===== config.mk =====
export PLATFORM = sky130hd
export DESIGN_NAME = keypad_scanner_flat
export DESIGN_NICKNAME = d
export VERILOG_FILES = /design/src/rtl/keypad_scanner_if.sv /design/src/rtl/keypad_scanner.sv /design/src/flat_wrapper.sv
export SDC_FILE = /design/constraint.sdc
export NUM_CORES = 1
export LEC_CHECK = 0
export CAP_MARGIN = 20
export CORE_MARGIN = 1.5
export CORE_UTILIZATION = 64
export DETAILED_ROUTE_END_ITERATION = 10
export PLACE_DENSITY_LB_ADDON = 0.3
export SLEW_MARGIN = 40
export SYNTH_ARGS = -nofsm -noshare
export SYNTH_HDL_FRONTEND = slang
export SYNTH_SLANG_ARGS = --single-unit

===== constraint.sdc =====
create_clock -name CLK_clk_i -period 9.5 [get_ports CLK_clk_i]
set_input_delay 2.375 -clock CLK_clk_i [delete_from_list [all_inputs] [get_ports CLK_clk_i]]
set_output_delay 2.375 -clock CLK_clk_i [all_outputs]
set_load 0.1 [all_outputs]

===== src/rtl/keypad_scanner_if.sv =====
// Keypad matrix lines plus the debounced key event outputs of keypad_scanner.
interface keypad_scanner_if;
    logic [3:0] row_i;
    logic [3:0] col_o;
    logic [3:0] key_code_o;
    logic       key_valid_o;
    logic       key_held_o;

    modport master (input row_i, output col_o, key_code_o, key_valid_o, key_held_o);
    modport slave  (output row_i, input col_o, key_code_o, key_valid_o, key_held_o);
endinterface


===== src/rtl/keypad_scanner.sv =====
// 4x4 keypad scanner: column drive, 2-FF row sync, frame-level debounce, press events.
// Defining KEY_REPEAT_EN adds auto-repeat pulses every REPEAT_DLY frames while held.
module keypad_scanner #(
    parameter int unsigned SCAN_DIV   = 50000,
    parameter int unsigned DEB_SCANS  = 4,
    parameter int unsigned REPEAT_DLY = 200
) (
    input  logic             CLK_clk_i,
    input  logic             RST_rst_i,
    keypad_scanner_if.master kp
);
    localparam int unsigned PW = $clog2(SCAN_DIV);
    localparam int unsigned DW = $clog2(DEB_SCANS + 1);
    localparam logic [PW-1:0] PRESC_LAST = PW'(SCAN_DIV - 1);
    localparam logic [DW-1:0] DEB_LAST   = DW'(DEB_SCANS - 1);

    typedef enum logic [1:0] {IDLE, DEB, PRESSED, REL} state_t;

    state_t        state_q, state_d;
    logic [DW-1:0] cnt_q, cnt_d;
    logic [3:0]    cand_q, cand_d;
    logic [PW-1:0] presc_q;
    logic [1:0]    col_idx_q, col_nxt;
    logic [3:0]    col_q;
    logic [3:0]    row_s1_q, row_s2_q;
    logic [15:0]   acc_q, samp_c, full_c;
    logic [3:0]    code_c, key_code_q;
    logic [1:0]    n_low_c;
    logic          tick_c, frame_end_c, single_c, match_c;
    logic          accept_c, release_c, rep_hit_c;
    logic          key_valid_q, key_held_q;

    assign tick_c      = (presc_q == PRESC_LAST);
    assign frame_end_c = tick_c && (col_idx_q == 2'd3);
    assign col_nxt     = col_idx_q + 2'd1;

    // Frame result including this tick's sample; count saturates at 2 (MULTI).
    always_comb begin
        samp_c  = '0;
        code_c  = '0;
        n_low_c = 2'd0;
        for (int r = 0; r < 4; r++) begin
            samp_c[{2'(r), col_idx_q}] = ~row_s2_q[2'(r)];
        end
        full_c = acc_q | samp_c;
        for (int i = 0; i < 16; i++) begin
            if (full_c[4'(i)]) begin
                code_c = 4'(i);
                if (n_low_c != 2'd2) n_low_c = n_low_c + 2'd1;
            end
        end
    end

    assign single_c = (n_low_c == 2'd1);
    assign match_c  = single_c && (code_c == cand_q);

    always_ff @(posedge CLK_clk_i) begin
        if (!RST_rst_i) begin
            state_q <= IDLE;
            cnt_q   <= '0;
            cand_q  <= '0;
        end else begin
            state_q <= state_d;
            cnt_q   <= cnt_d;
            cand_q  <= cand_d;
        end
    end

    // Debounce FSM, advanced only at frame ends.
    always_comb begin
        state_d   = state_q;
        cnt_d     = cnt_q;
        cand_d    = cand_q;
        accept_c  = 1'b0;
        release_c = 1'b0;
        if (frame_end_c) begin
            unique case (state_q)
                IDLE: if (single_c) begin
                    cand_d = code_c;
                    cnt_d  = DW'(1);
                    if (DEB_SCANS == 1) begin
                        state_d  = PRESSED;
                        accept_c = 1'b1;
                        cnt_d    = '0;
                    end else begin
                        state_d = DEB;
                    end
                end
                DEB: if (match_c) begin
                    cnt_d = cnt_q + DW'(1);
                    if (cnt_q == DEB_LAST) begin
                        state_d  = PRESSED;
                        accept_c = 1'b1;
                        cnt_d    = '0;
                    end
                end else begin
                    state_d = IDLE;
                    cnt_d   = '0;
                end
                PRESSED: if (!match_c) begin
                    if (DEB_SCANS == 1) begin
                        state_d   = IDLE;
                        release_c = 1'b1;
                        cnt_d     = '0;
                    end else begin
                        state_d = REL;
                        cnt_d   = DW'(1);
                    end
                end
                REL: if (match_c) begin
                    state_d = PRESSED;
                    cnt_d   = '0;
                end else begin
                    cnt_d = cnt_q + DW'(1);
                    if (cnt_q == DEB_LAST) begin
                        state_d   = IDLE;
                        release_c = 1'b1;
                        cnt_d     = '0;
                    end
                end
                default: state_d = IDLE;
            endcase
        end
    end

`ifdef KEY_REPEAT_EN
    localparam int unsigned RW = $clog2(REPEAT_DLY + 1);
    localparam logic [RW-1:0] REP_LAST = RW'(REPEAT_DLY - 1);
    logic [RW-1:0] rep_q;

    assign rep_hit_c = frame_end_c && (state_q == PRESSED) && match_c && (rep_q == REP_LAST);

    // Held-frame counter; only runs while settled in PRESSED.
    always_ff @(posedge CLK_clk_i) begin
        if (!RST_rst_i || state_q != PRESSED) rep_q <= '0;
        else if (frame_end_c) rep_q <= (!match_c || rep_hit_c) ? '0 : rep_q + RW'(1);
    end
`else
    logic unused_repeat_dly;
    assign unused_repeat_dly = ^32'(REPEAT_DLY);
    assign rep_hit_c = 1'b0;
`endif

    // Prescaler, column drive, row sync, frame accumulator and registered outputs.
    always_ff @(posedge CLK_clk_i) begin
        if (!RST_rst_i) begin
            presc_q     <= '0;
            col_idx_q   <= 2'd0;
            col_q       <= 4'b1110;
            row_s1_q    <= 4'b1111;
            row_s2_q    <= 4'b1111;
            acc_q       <= '0;
            key_code_q  <= '0;
            key_valid_q <= 1'b0;
            key_held_q  <= 1'b0;
        end else begin
            row_s1_q <= kp.row_i;
            row_s2_q <= row_s1_q;
            presc_q  <= tick_c ? '0 : presc_q + PW'(1);
            if (tick_c) begin
                col_idx_q <= col_nxt;
                col_q     <= ~(4'b0001 << col_nxt);
                acc_q     <= frame_end_c ? '0 : full_c;
            end
            key_valid_q <= accept_c | rep_hit_c;
            if (accept_c) begin
                key_code_q <= cand_d;
                key_held_q <= 1'b1;
            end else if (release_c) begin
                key_held_q <= 1'b0;
            end
        end
    end

    assign kp.col_o       = col_q;
    assign kp.key_code_o  = key_code_q;
    assign kp.key_valid_o = key_valid_q;
    assign kp.key_held_o  = key_held_q;
endmodule

===== src/flat_wrapper.sv =====
// flat-port wrapper written by rule: the top's interface ports become plain ports
module keypad_scanner_flat 
#(
    parameter int unsigned SCAN_DIV   = 50000,
    parameter int unsigned DEB_SCANS  = 4,
    parameter int unsigned REPEAT_DLY = 200
)
  (CLK_clk_i, RST_rst_i, kp_row_i, kp_col_o, kp_key_code_o, kp_key_valid_o, kp_key_held_o);
  keypad_scanner_if kp_i ();
  input  logic CLK_clk_i;
  input  logic RST_rst_i;
  input wire logic [$bits(kp_i.row_i)-1:0] kp_row_i;
  output wire logic [$bits(kp_i.col_o)-1:0] kp_col_o;
  output wire logic [$bits(kp_i.key_code_o)-1:0] kp_key_code_o;
  output wire logic [$bits(kp_i.key_valid_o)-1:0] kp_key_valid_o;
  output wire logic [$bits(kp_i.key_held_o)-1:0] kp_key_held_o;
  assign kp_i.row_i = kp_row_i;
  assign kp_col_o = kp_i.col_o;
  assign kp_key_code_o = kp_i.key_code_o;
  assign kp_key_valid_o = kp_i.key_valid_o;
  assign kp_key_held_o = kp_i.key_held_o;
  keypad_scanner #(.SCAN_DIV(SCAN_DIV), .DEB_SCANS(DEB_SCANS), .REPEAT_DLY(REPEAT_DLY)) u_core (.CLK_clk_i(CLK_clk_i), .RST_rst_i(RST_rst_i), .kp(kp_i));
endmodule

# After elaboration in Yosys (flattened, before gate mapping)
# Cells that the tools add are included.
# classes
add_sub_neg,10
n_lt_le_gt_ge,8
n_eq_ne,19
shifts,1
mux,59
bitwise_logic,6
reduce_logical,11
# op_table
op,count
$bwmux 16,3
$mux 2,22
$mux 3,9
$add 16x1->16 const B,1
$and 16x4->16,1
$eq 16x16->1 const B,1
$mux 16,1
$or 16x16->16,1
$mux 1,15
$add 2x1->2 const B,7
$ne 2x2->1 const B,7
$mux 4,3
$pmux 3 s4,1
$lt 4x5->1 const B,2
$demux 1 s2,4
$ge 4x1->1 const B,2
$pmux 2 s4,1
$eq 2x2->1 const B,3
$logic_and 1x1->1,6
$lt 2x5->1 const B,1
$lt 3x5->1 const B,1
$reduce_and 5->1,1
$eq 2x1->1 const B,2
$eq 3x4->1,1
other kinds (16),18
# word_totals
reg_bits,57
input_bits,6
out_inout_bits,10
word_cells,126

# Longest topological paths before layout
# Gate-level depths: netlist (run 1).
# depth
depth_word,38
depth_mapped,20
mapped_depth_nobuf,19

# Worst setup path after synthesis (run 1)
# OpenSTA, ideal clock, no wires.
# synth_timing
path_type,flip-flop to flip-flop
startpoint,register u_core.col_idx_q[1]
endpoint,register u_core.cnt_q[2]
setup_time_ns,0.124
t_arrival_ns,3.768
required_time_ns,9.376
slack_ns,5.607
path_stages_with_launch,21
n_path_buf,2
period_less_slack_ns,3.893
cell_sequence,dfxtp_1 -> inv_1 -> ha_1 -> nor2b_1 -> or2_2 -> ha_1 -> clkbuf_1 -> inv_1 -> a22o_1 -> xnor2_1 -> a21oi_1 -> a2bb2oi_2 -> nand2_1 -> xnor2_1 -> ha_1 -> inv_1 -> a31oi_2 -> a21oi_4 -> buf_6 -> mux2i_1 -> a21oi_1
# synth_between
elab_chain_len,35
elab_cells_between_ends,62
cone_classes,add/sub: 7; order compare: 4; eq/ne: 12; mux: 32; bitwise: 2; reduce/logical: 5
# synth_rtl
element,line,text
from (decl),keypad_scanner.sv:23,"logic [1:0] col_idx_q, col_nxt;"
from (signal assigned),keypad_scanner.sv:161,col_idx_q <= col_nxt;
$lt 2x5->1 (not written as such) or $ge 2x1->1 (tied branches),keypad_scanner.sv:43,"samp_c[{2'(r), col_idx_q}] = ~row_s2_q[2'(r)];"
$logic_and 1x1->1 (not written as such),keypad_scanner.sv:43,
$mux 1 (not written as such),keypad_scanner.sv:43,
$demux 1 s2,keypad_scanner.sv:43,
$and 16x4->16 (no source line),n/a,
$bwmux 16 (3 in a row),keypad_scanner.sv:43,
$or 16x16->16,keypad_scanner.sv:45,full_c = acc_q | samp_c;
$mux 1,keypad_scanner.sv:47,if (full_c[4'(i)]) begin
[... 17 more ...],n/a,
$mux 2,keypad_scanner.sv:47,
$add 2x1->2 or $ne 2x2->1 (tied branches),keypad_scanner.sv:49,if (n_low_c != 2'd2) n_low_c = n_low_c + 2'd1;
$mux 2,keypad_scanner.sv:49,
$mux 2,keypad_scanner.sv:47,
$eq 2x1->1,keypad_scanner.sv:54,assign single_c = (n_low_c == 2'd1);
$logic_and 1x1->1,keypad_scanner.sv:55,assign match_c = single_c && (code_c == cand_q);
"$mux 3, or another cell as far along",keypad_scanner.sv:110,REL: if (match_c) begin
$pmux 3 s4 or $reduce_and 3->1 (tied branches),n/a,
to (signal assigned),keypad_scanner.sv:64,cnt_q <= cnt_d;
to (decl),keypad_scanner.sv:20,"logic [DW-1:0] cnt_q, cnt_d;"
# Several ways; a longest one is shown, not always the timed one.
# A chain may end at the register's enable or synchronous reset.

# Final worst setup path (run 1)
# layout_timing
startpoint,register u_core.col_idx_q[0]
endpoint,register u_core.key_code_q[0] (netlist: u_core.kp.key_code_o[0])
# layout_between
elab_chain_len,36
elab_cells_between_ends,62
cone_classes,add/sub: 7; order compare: 4; eq/ne: 10; mux: 35; bitwise: 2; reduce/logical: 4
# layout_rtl
element,line,text
$lt 2x5->1 (not written as such) or $ge 2x1->1 (tied branches),keypad_scanner.sv:43,
$logic_and 1x1->1 (not written as such),keypad_scanner.sv:43,
$mux 1 (not written as such),keypad_scanner.sv:43,
$demux 1 s2,keypad_scanner.sv:43,
$and 16x4->16 (no source line),n/a,
$bwmux 16 (3 in a row),keypad_scanner.sv:43,
$or 16x16->16,keypad_scanner.sv:45,
$mux 1,keypad_scanner.sv:47,
[... 18 more ...],n/a,
$add 2x1->2 or $ne 2x2->1 (tied branches),keypad_scanner.sv:49,
$mux 2,keypad_scanner.sv:49,
$mux 2,keypad_scanner.sv:47,
$eq 2x1->1,keypad_scanner.sv:54,
$logic_and 1x1->1,keypad_scanner.sv:55,
$mux 1,keypad_scanner.sv:89,DEB: if (match_c) begin
$mux 1,keypad_scanner.sv:77,unique case (state_q)
$mux 1,keypad_scanner.sv:76,if (frame_end_c) begin
to (signal assigned),keypad_scanner.sv:167,key_code_q <= cand_d;
to (decl),keypad_scanner.sv:27,"logic [3:0] code_c, key_code_q;"
# Several ways; a longest one is shown, not always the timed one.

==> results of run 1 <==
placed cells by master, fill, tap and decap left out, drive strengths merged, types with 8 or more instances in the layout:
master / n
xor2: 9
o21ai: 21
a21oi: 23
xnor2: 9
buf: 11
nand2b: 10
nand2: 31
dfxtp: 49
nand3: 10
and3: 8
ha: 11
inv: 15
nor2: 49
per-layer routing:
layer	part of all wire (%)	up-vias	GRT usage (%)
met3	4.0	10	3.95
li1	-	1251	-
met2	48	70	39.0
met1	47	1133	32.6
met4	1.5	0	9.80
met5	0	-	0
power by group through the flow:
stage / Clock, uW / Sequential [uW] / Combinational (uW)
final: 118 / 210 / 28.1
after global routing: 130 / 211 / 30.7
after CTS: 120 / 210 / 28.1
after detailed placement: 0 / 215 / 28.0
after global placement: 0 / 215 / 28.1
after floorplan: 0 / 220 / 18.0
worst paths after layout:
path	startpoint	slack [ps]	end	depth (start not counted)
worst max register to register	u_core.col_idx_q[0]$_SDFFE_PN0N_	5140	u_core.kp.key_code_o[0]$_SDFFE_PN0P_	18
worst min register to register	u_core.row_s1_q[0]$_SDFF_PN1_	410	u_core.row_s2_q[0]$_SDFF_PN1_	1
worst max-delay path	u_core.col_idx_q[0]$_SDFFE_PN0N_	5140	u_core.kp.key_code_o[0]$_SDFFE_PN0P_	18
worst min-delay path	u_core.row_s1_q[0]$_SDFF_PN1_	410	u_core.row_s2_q[0]$_SDFF_PN1_	1
sequential cells by signal (all words and copies together), names as in the netlist, named ones only:
name and cells:
u_core.kp.col_o 4, u_core.acc_q 8, u_core.row_s1_q 2, u_core.kp.key_valid_o 1, u_core.kp.key_held_o 1, u_core.col_idx_q 2
u_core.cnt_q 3, u_core.kp.key_code_o 4, u_core.presc_q 16, u_core.state_q 1, u_core.cand_q 4, u_core.row_s2_q 2
final cells by class:
| type | count | area, um^2 | share of cell area [%] |
|---|---|---|---|
| clock inverter | 1 | 7.51 | 0.252 |
| inverter | 15 | 56.3 | 1.89 |
| clock buffer | 7 | 76.3 | 2.56 |
| sequential | 49 | 981 | 32.9 |
| multi-input combinational | 271 | 1710 | 57.4 |
| timing repair buffer | 14 | 87.6 | 2.94 |
| tap | 50 | 62.6 | 2.10 |
cell families after synthesis:
group / count (synthesis)
AND/OR/NAND/NOR: 148
AO/OA/AOI/OAI: 90
flip-flops: 49
buffers and inverters: 26
XOR/XNOR: 18
adder cells (fa/ha/maj): 11
multiplexers: 4
metrics by stage:
stage | util [%] | hold slack, ps | power [uW] | cell area, um^2
2_1_floorplan | - | 386 | 238 | 2800
3_3_place_gp | 71.7 | 392 | 243 | 2950
3_5_place_dp | 70.4 | 397 | 243 | 2900
4_1_cts | 72.5 | 416 | 359 | 2980
5_1_grt | 72.5 | 437 | 371 | 2980
6_report | 72.5 | 411 | 357 | 2980
==> impl_metrics.ini, run 1 <==
[flow_run]
max_cap_viol_count = 0

[synthesis]
synthArstFlopShare_pct = 0
ys_types = 59
syn-instance-count = 346
muxShareOfSynthArea_pct = 1.43
synth_nets = 363
synth_top_area_share_pct = 35.0
syn_area_mm2 = 0.00280
synth_top_family_by_area = simple AND/OR/NAND/NOR gates
syn_area_per_cell_um2 = 8.10
seq_area_frac_synth_pct = 35.0
yosys-top-cells-count = dfxtp_1, nor2_1, nand2_1
synthAdderAreaFrac_pct = 4.91
synth_compound_area_share_pct = 22.2
yosys.area_share.simple_pct = 26.7
yosys_warnings = 0
synth_edf_count = 0
ys_ff_latch = 49
synth-xor-area-share_pct = 5.90
synth-main-ff-cell = dfxtp_1
synth_top_area_cell = dfxtp_1
synth.area.top_cells = dfxtp_1, nor2_1, ha_1

[pwr]
pwr-share-clk_pct = 33.2
p_leak_uw = 0.00117
p_sw_uw = 87.0
seqPwrFrac_pct = 58.9
combPwrFrac_pct = 7.9
p_int_uw = 270
power.share.switching_pct = 24.4
ir_worst_vdd_v = 0.000107
pwr_density_cell_mw_per_mm2 = 120

[timing]
hold_viol = 0
max_freq_mhz = 229
finalWorstSetupSlack_ps = 5140
skew_ps = 9.26
finalSetupViolCount = 0
drv_slew = 0
worstMarginPinSlew_ps = 754
finalSetupTns_ps = 0
post-route-period-util_pct = 45.9
relSlewSlack_pct = 49.6
min_period_ps = 4360
rsz0062_at_grt = false

[clock_network]
cts_resized = 0
cts_tree = yes
clk_pin_slew_ps = 90
h-tree-depth = 2
cts-root-buf = clkbuf_8
post_cts_buffers = 0
cts_buffer_depth = 2
cts_inserted_buffers = 5
cts_sinks = 49
postCtsHoldBufs = 0
clock_latency_ps = 300

[min_path]
holdCritPathClass = flop to flop

[global_route]
first_global_vias = 2223
grt_max_degree = 21
grt_first_pass_wirelength_mm = 9.80
antenna_found_initial = 0
track_usage_pct = 24.3
grt_overflow_total = 0

[final_layout]
stdcell_count = 407
drive_gt1_share_pct = 8.68
nNetsFinal = 373
num_antenna_cells = 0
areaGrowthSynthToFinish_pct = 6.48
nFillCells = 314

[place]
place_hpwl_mm = 4.07
gp_congestion = 0.819
dp.cells = 399
pre_cts_ws_ps = 5170
port_buffers = 13

[die]
core_area_mm2 = 0.00412
fp.dieW_um = 69.2
die-area_mm2 = 0.00478
pin_count = 16
die_h_um = 69.2
fp-row-count = 23
initial_core_util_pct = 68.1

[worst_setup_path]
max_stage_delay_ps = 430
crit_path_end_kind = flop
path_buf_inv = 3
start_kind = flop
crit_chain = inv_1 > ha_1 > a21oi_1 > inv_1 > ha_1 > nor3b_1 > a211oi_1 > o31ai_2 > nor2_1 > a211o_1 > nor2_1 > xnor2_1 > ha_1 > inv_1 > a31oi_2 > a21oi_4 > nand3_1 > o31ai_1
slowest_stage = a21oi_4
cp_max_fo = 15
arrival_ps = 4580
crit_type = flop to flop
crit_required_ps = 9720
crit_family = compound AO/OA/AOI/OAI gates

[route]
antenna_left = 0
post-route-drc-count = 0
num_vias = 2464
drt_first_iter_violations = 292
wirelength_mm = 5.63
routed_via_density = 6.05
first_pass_iters = 5
wl_per_cell_um = 13.8

[status]
outcome = finished clean
No activity file was read; power rests on OpenSTA's default activity.
==> run 2, diff against run 1 <==
CORE_UTILIZATION = 54   (was 64)
clock period = 3.51 ns   (was 9.5 ns; I/O delays follow)
==> run 2 against run 1 <==
Against the previous run:
- the flow now finishes with violations (setup timing)
- clock-buffer cell count did not move
- core utilization decreased by 5.3 points
- wire length rose by 11%
- critical endpoint unchanged
- largest cell class unchanged
==> impl_metrics.ini, run 2 (synthesis results as in run 1) <==
[final_layout]
largest_reg_flops = 16
final_cell_mix = dfxtp_1, nor2_1, buf_4
top_register = u_core.presc_q
layout_commonest_cell = dfxtp_1
nNetsFinal = 396
num_antenna_cells = 0
nFillCells = 419
stdcell_count = 450
drive_gt1_share_pct = 21.8
final_area_mm2 = 0.00339
post-route-util_pct = 67.2
reg_top3 = u_core.presc_q x16, u_core.acc_q x8
areaGrowthSynthToFinish_pct = 20.9

[place]
pre_cts_ws_ps = -86.3
placed_cell_area_mm2 = 0.00314
gp_congestion = 0.870
dp.cells = 437
place_hpwl_mm = 4.42
port_buffers = 13

[min_path]
holdCritPathClass = flop to flop

[global_route]
first_global_vias = 2354
grt_overflow_total = 0
antenna_found_initial = 0
grt_max_degree = 16
track_usage_pct = 24.0
grt_first_pass_wirelength_mm = 10.6

[pwr]
ir_worst_vdd_v = 0.000298
p_sw_uw = 243
seqPwrFrac_pct = 55.7
p_int_uw = 779
pwr_density_cell_mw_per_mm2 = 302
power.share.switching_pct = 23.8
combPwrFrac_pct = 9.5
p_leak_uw = 0.00133
pwr-share-clk_pct = 34.9

[die]
die-area_mm2 = 0.00563
core_area_mm2 = 0.00504
die_h_um = 75.0
fp-row-count = 26
fp.dieW_um = 75.0
pin_count = 16
initial_core_util_pct = 55.6

[clock_network]
cts_tree = yes
cts_buffer_depth = 2
clk_pin_slew_ps = 90
h-tree-depth = 2
cts_sinks = 49
postCtsHoldBufs = 0
cts_inserted_buffers = 5
clock_latency_ps = 300
cts-root-buf = clkbuf_8

[worst_setup_path]
crit_type = flop to flop
arrival_ps = 3810
crit_path_end_kind = flop
crit_required_ps = 3690
start_kind = flop
reg2reg_slack_ps = -120
cp_max_fo = 8

[timing]
relSlewSlack_pct = 58.8
max_freq_mhz = 275
rsz0062_at_grt = true
hold_viol = 0
min_period_ps = 3630
worstMarginPinSlew_ps = 614
finalSetupViolCount = 11
post-route-period-util_pct = 104
finalWorstSetupSlack_ps = -123
hold_slack_ps = 411
skew_ps = 6.15
drv_slew = 0

[route]
post-route-drc-count = 0
routed_via_density = 5.70
num_vias = 2563
wl_per_cell_um = 13.9
antenna_left = 0
wirelength_mm = 6.25
drt_first_iter_violations = 110
first_pass_iters = 4

[flow_run]
max_cap_viol_count = 0

[status]
violations = setup timing
outcome = complete, but fails checks
-- run 2: layout make-up --
class                      count  area, um^2  share of cell area (%)
sequential                    49         983                    29.0
multi-input combinational    271        1860                    55.0
timing repair buffer          37         297                    8.76
clock inverter                 1        5.00                   0.148
tap                           70        87.6                    2.59
clock buffer                   7        96.3                    2.84
inverter                      15        56.3                    1.66
-- run 2: worst paths after layout --
| path | to | start | cells after the start |
|---|---|---|---|
| worst max-delay path | u_core.kp.key_code_o[0]$_SDFFE_PN0P_ | u_core.col_idx_q[1]$_SDFFE_PN0N_ | 20 |
| worst min-delay path | u_core.row_s2_q[0]$_SDFF_PN1_ | u_core.row_s1_q[0]$_SDFF_PN1_ | 1 |
| worst max register to register | u_core.kp.key_code_o[0]$_SDFFE_PN0P_ | u_core.col_idx_q[1]$_SDFFE_PN0N_ | 20 |
| worst min register to register | u_core.row_s2_q[0]$_SDFF_PN1_ | u_core.row_s1_q[0]$_SDFF_PN1_ | 1 |
-- run 2: power groups by stage --
stage | Combinational, uW | Sequential, uW | Clock (uW)
floorplan | 52.0 | 595 | 0
global placement | 86.1 | 581 | 0
detailed placement | 88.3 | 581 | 0
CTS | 91.6 | 569 | 370
global route | 104 | 570 | 388
finish | 96.6 | 569 | 357
-- run 2: metrics by stage --
stage                     power, uW  TNS, ps
after floorplan                 647        0
after global placement          667    -26.6
after detailed placement        670     -303
after CTS                      1030     -327
after global routing           1060    -3460
final                          1020     -757
-- run 2: critical path, stage by stage (launching register included) --
cell      delay (ps)
dfxtp_2          340
inv_2             50
ha_4             150
nor2b_4          120
or2_4            260
ha_4             330
and2_4           160
a211oi_2          40
o31ai_2          320
nor2_1            80
a211o_1          270
nor2_2           110
xnor2_1          130
ha_1             260
inv_2             70
a31oi_4          100
a21oi_4          310
buf_4            170
buf_6             90
a21o_1           100
o31ai_1           60
-- run 2: per-layer routing --
metal | track usage, % | routed length [um]
met2 | 39.6 | 3100
met1 | 30.9 | 2810
met5 | 0 | 0
met3 | 4.69 | 245
met4 | 9.49 | 91
-- run 2: timing repair --
item / CTS / global route
endpoints found under the hold margin: 0 / 0
resized for setup: 8 / 19
endpoints found under the setup margin: 11 / 15
pin swaps: 3 / 17
buffers inserted: 2 / 3
==> run 3, diff against run 2 <==
CORE_MARGIN = 3   (was 1.5)
GPL_ROUTABILITY_DRIVEN = 1   (was not set)
clock period = 3.2 ns   (was 3.51 ns; I/O delays follow)
==> run 3 against run 2 <==
Against the previous run:
- the flow still finishes with violations (setup timing)
- clock power grew 6.4%
- combinational power grew 20%
- sequential share of layout area fell by 1.2 points
- worst setup slack got worse by 290 ps
- sequential power up 9.5%
- clock skew increased by 11 ps
- largest cell class unchanged
- largest power group unchanged
==> impl_metrics.ini, run 3 (synthesis results as in run 1) <==
[timing]
skew_ps = 17.0
finalSetupTns_ps = -4940
drv_slew = 0
hold_viol = 0
post-route-period-util_pct = 113
finalWorstSetupSlack_ps = -411
worstMarginPinSlew_ps = 799
finalSetupViolCount = 15
max_freq_mhz = 277
min_period_ps = 3610
relSlewSlack_pct = 46.2
rsz0062_at_grt = true

[final_layout]
top_register = u_core.presc_q
post-route-util_pct = 72.5
multi_input_area_mm2 = 0.00189
layout_commonest_cell = buf_4
final_cell_mix = buf_4, dfxtp_1, nor2_1
stdcell_count = 467
areaGrowthSynthToFinish_pct = 26.3
num_antenna_cells = 0
largest_reg_flops = 16
drive_gt1_share_pct = 26.0
final_area_mm2 = 0.00354
reg_top3 = u_core.presc_q x16, u_core.acc_q x8
nFillCells = 382
nNetsFinal = 416
seq_area_um2 = 986

[place]
placed_cell_area_mm2 = 0.00327
gp_congestion = 0.913
place_hpwl_mm = 4.74
dp.cells = 451
port_buffers = 13

[route]
num_vias = 2680
wl_per_cell_um = 14.6
post-route-drc-count = 0
routed_via_density = 5.74
antenna_left = 0
drt_first_iter_violations = 210
first_pass_iters = 4
wirelength_mm = 6.81

[die]
fp-row-count = 25
die-area_mm2 = 0.00609
initial_core_util_pct = 57.4
core_area_mm2 = 0.00488
die_h_um = 78.0
pin_count = 16
fp.dieW_um = 78.0

[clock_network]
h-tree-depth = 2
clock_latency_ps = 310
postCtsHoldBufs = 0
cts_buffer_depth = 2
cts_tree = yes
cts-root-buf = clkbuf_8
clk_pin_slew_ps = 100
cts_inserted_buffers = 5
cts_sinks = 49

[global_route]
grt_overflow_total = 0
track_usage_pct = 21.9
grt_max_degree = 16
first_global_vias = 2516
grt_first_pass_wirelength_mm = 11.1
antenna_found_initial = 0

[status]
outcome = complete, but fails checks
violations = setup timing

[worst_setup_path]
crit_path_end_kind = flop
crit_required_ps = 3430
cp_max_fo = 6
arrival_ps = 3840
crit_type = flop to flop
start_kind = flop

[pwr]
pwr_density_cell_mw_per_mm2 = 316
p_leak_uw = 0.00142
ir_worst_vdd_v = 0.000291

[flow_run]
max_cap_viol_count = 0

[min_path]
holdCritPathClass = flop to flop
-- run 3: per-stage QoR --
step	setup WS [ps]	hold slack (ps)	power, uW
after floorplan	-294	386	710
after global placement	-321	396	736
after detailed placement	-416	396	739
after CTS	-357	417	1110
after global routing	-576	428	1160
final	-411	416	1120
-- run 3: layout make-up --
cell class,count,share of cell area [%]
clock buffers,6,2.05
clock inverters,2,0.389
inverters,15,1.59
multi-input cells,272,53.3
flip-flops and latches,49,27.9
well taps,67,2.37
repair buffers,56,12.4
-- run 3: where the power goes --
group | total, uW | switching, uW | internal [uW]
logic | 116 | 67.0 | 48.5
registers | 623 | 7.13 | 616
clock network | 380 | 223 | 157
total | 1120 | 297 | 821
-- run 3: path summary, 6_finish.rpt --
kind	to	start	depth (start not counted)	slack (ps)
setup reg to reg	u_core.kp.key_code_o[0]$_SDFFE_PN0P_	u_core.col_idx_q[1]$_SDFFE_PN0N_	18	-410
setup / recovery	u_core.kp.key_code_o[0]$_SDFFE_PN0P_	u_core.col_idx_q[1]$_SDFFE_PN0N_	18	-410
hold reg to reg	u_core.row_s2_q[1]$_SDFF_PN1_	u_core.row_s1_q[1]$_SDFF_PN1_	1	420
hold / removal	u_core.row_s2_q[1]$_SDFF_PN1_	u_core.row_s1_q[1]$_SDFF_PN1_	1	420
-- run 3: routing by layer --
layer / GRT usage [%] / share of wire (%) / vias up
met2: 36.6 / 48 / 70
met5: 0 / 0 / -
met1: 29.1 / 47 / 1263
met4: 6.12 / 1.5 / 0
met3: 4.01 / 4.1 / 11
li1: - / - / 1336
-- run 3: critical path, stage by stage (launching register included) --
cell and delay (ps):
dfxtp_2 340, inv_2 50, ha_4 150, nor2b_4 120, or2_4 250, ha_4 260, nor3b_4 210, a211oi_2 60
o31ai_2 270, nor2_1 70, a211o_1 300, nor2_1 130, xnor2_1 130, ha_1 260, inv_2 70, a31oi_4 160
a21oi_4 260, nand3_1 170, o31ai_2 280
-- run 3: repair_timing --
item / in CTS / in global routing
endpoints found under the hold margin: 0 / 0
endpoints found under the setup margin: 15 / 15
setup buffers: 3 / 4
pin swaps: 5 / 17
resized for setup: 5 / 24
gates cloned: 1 / 0
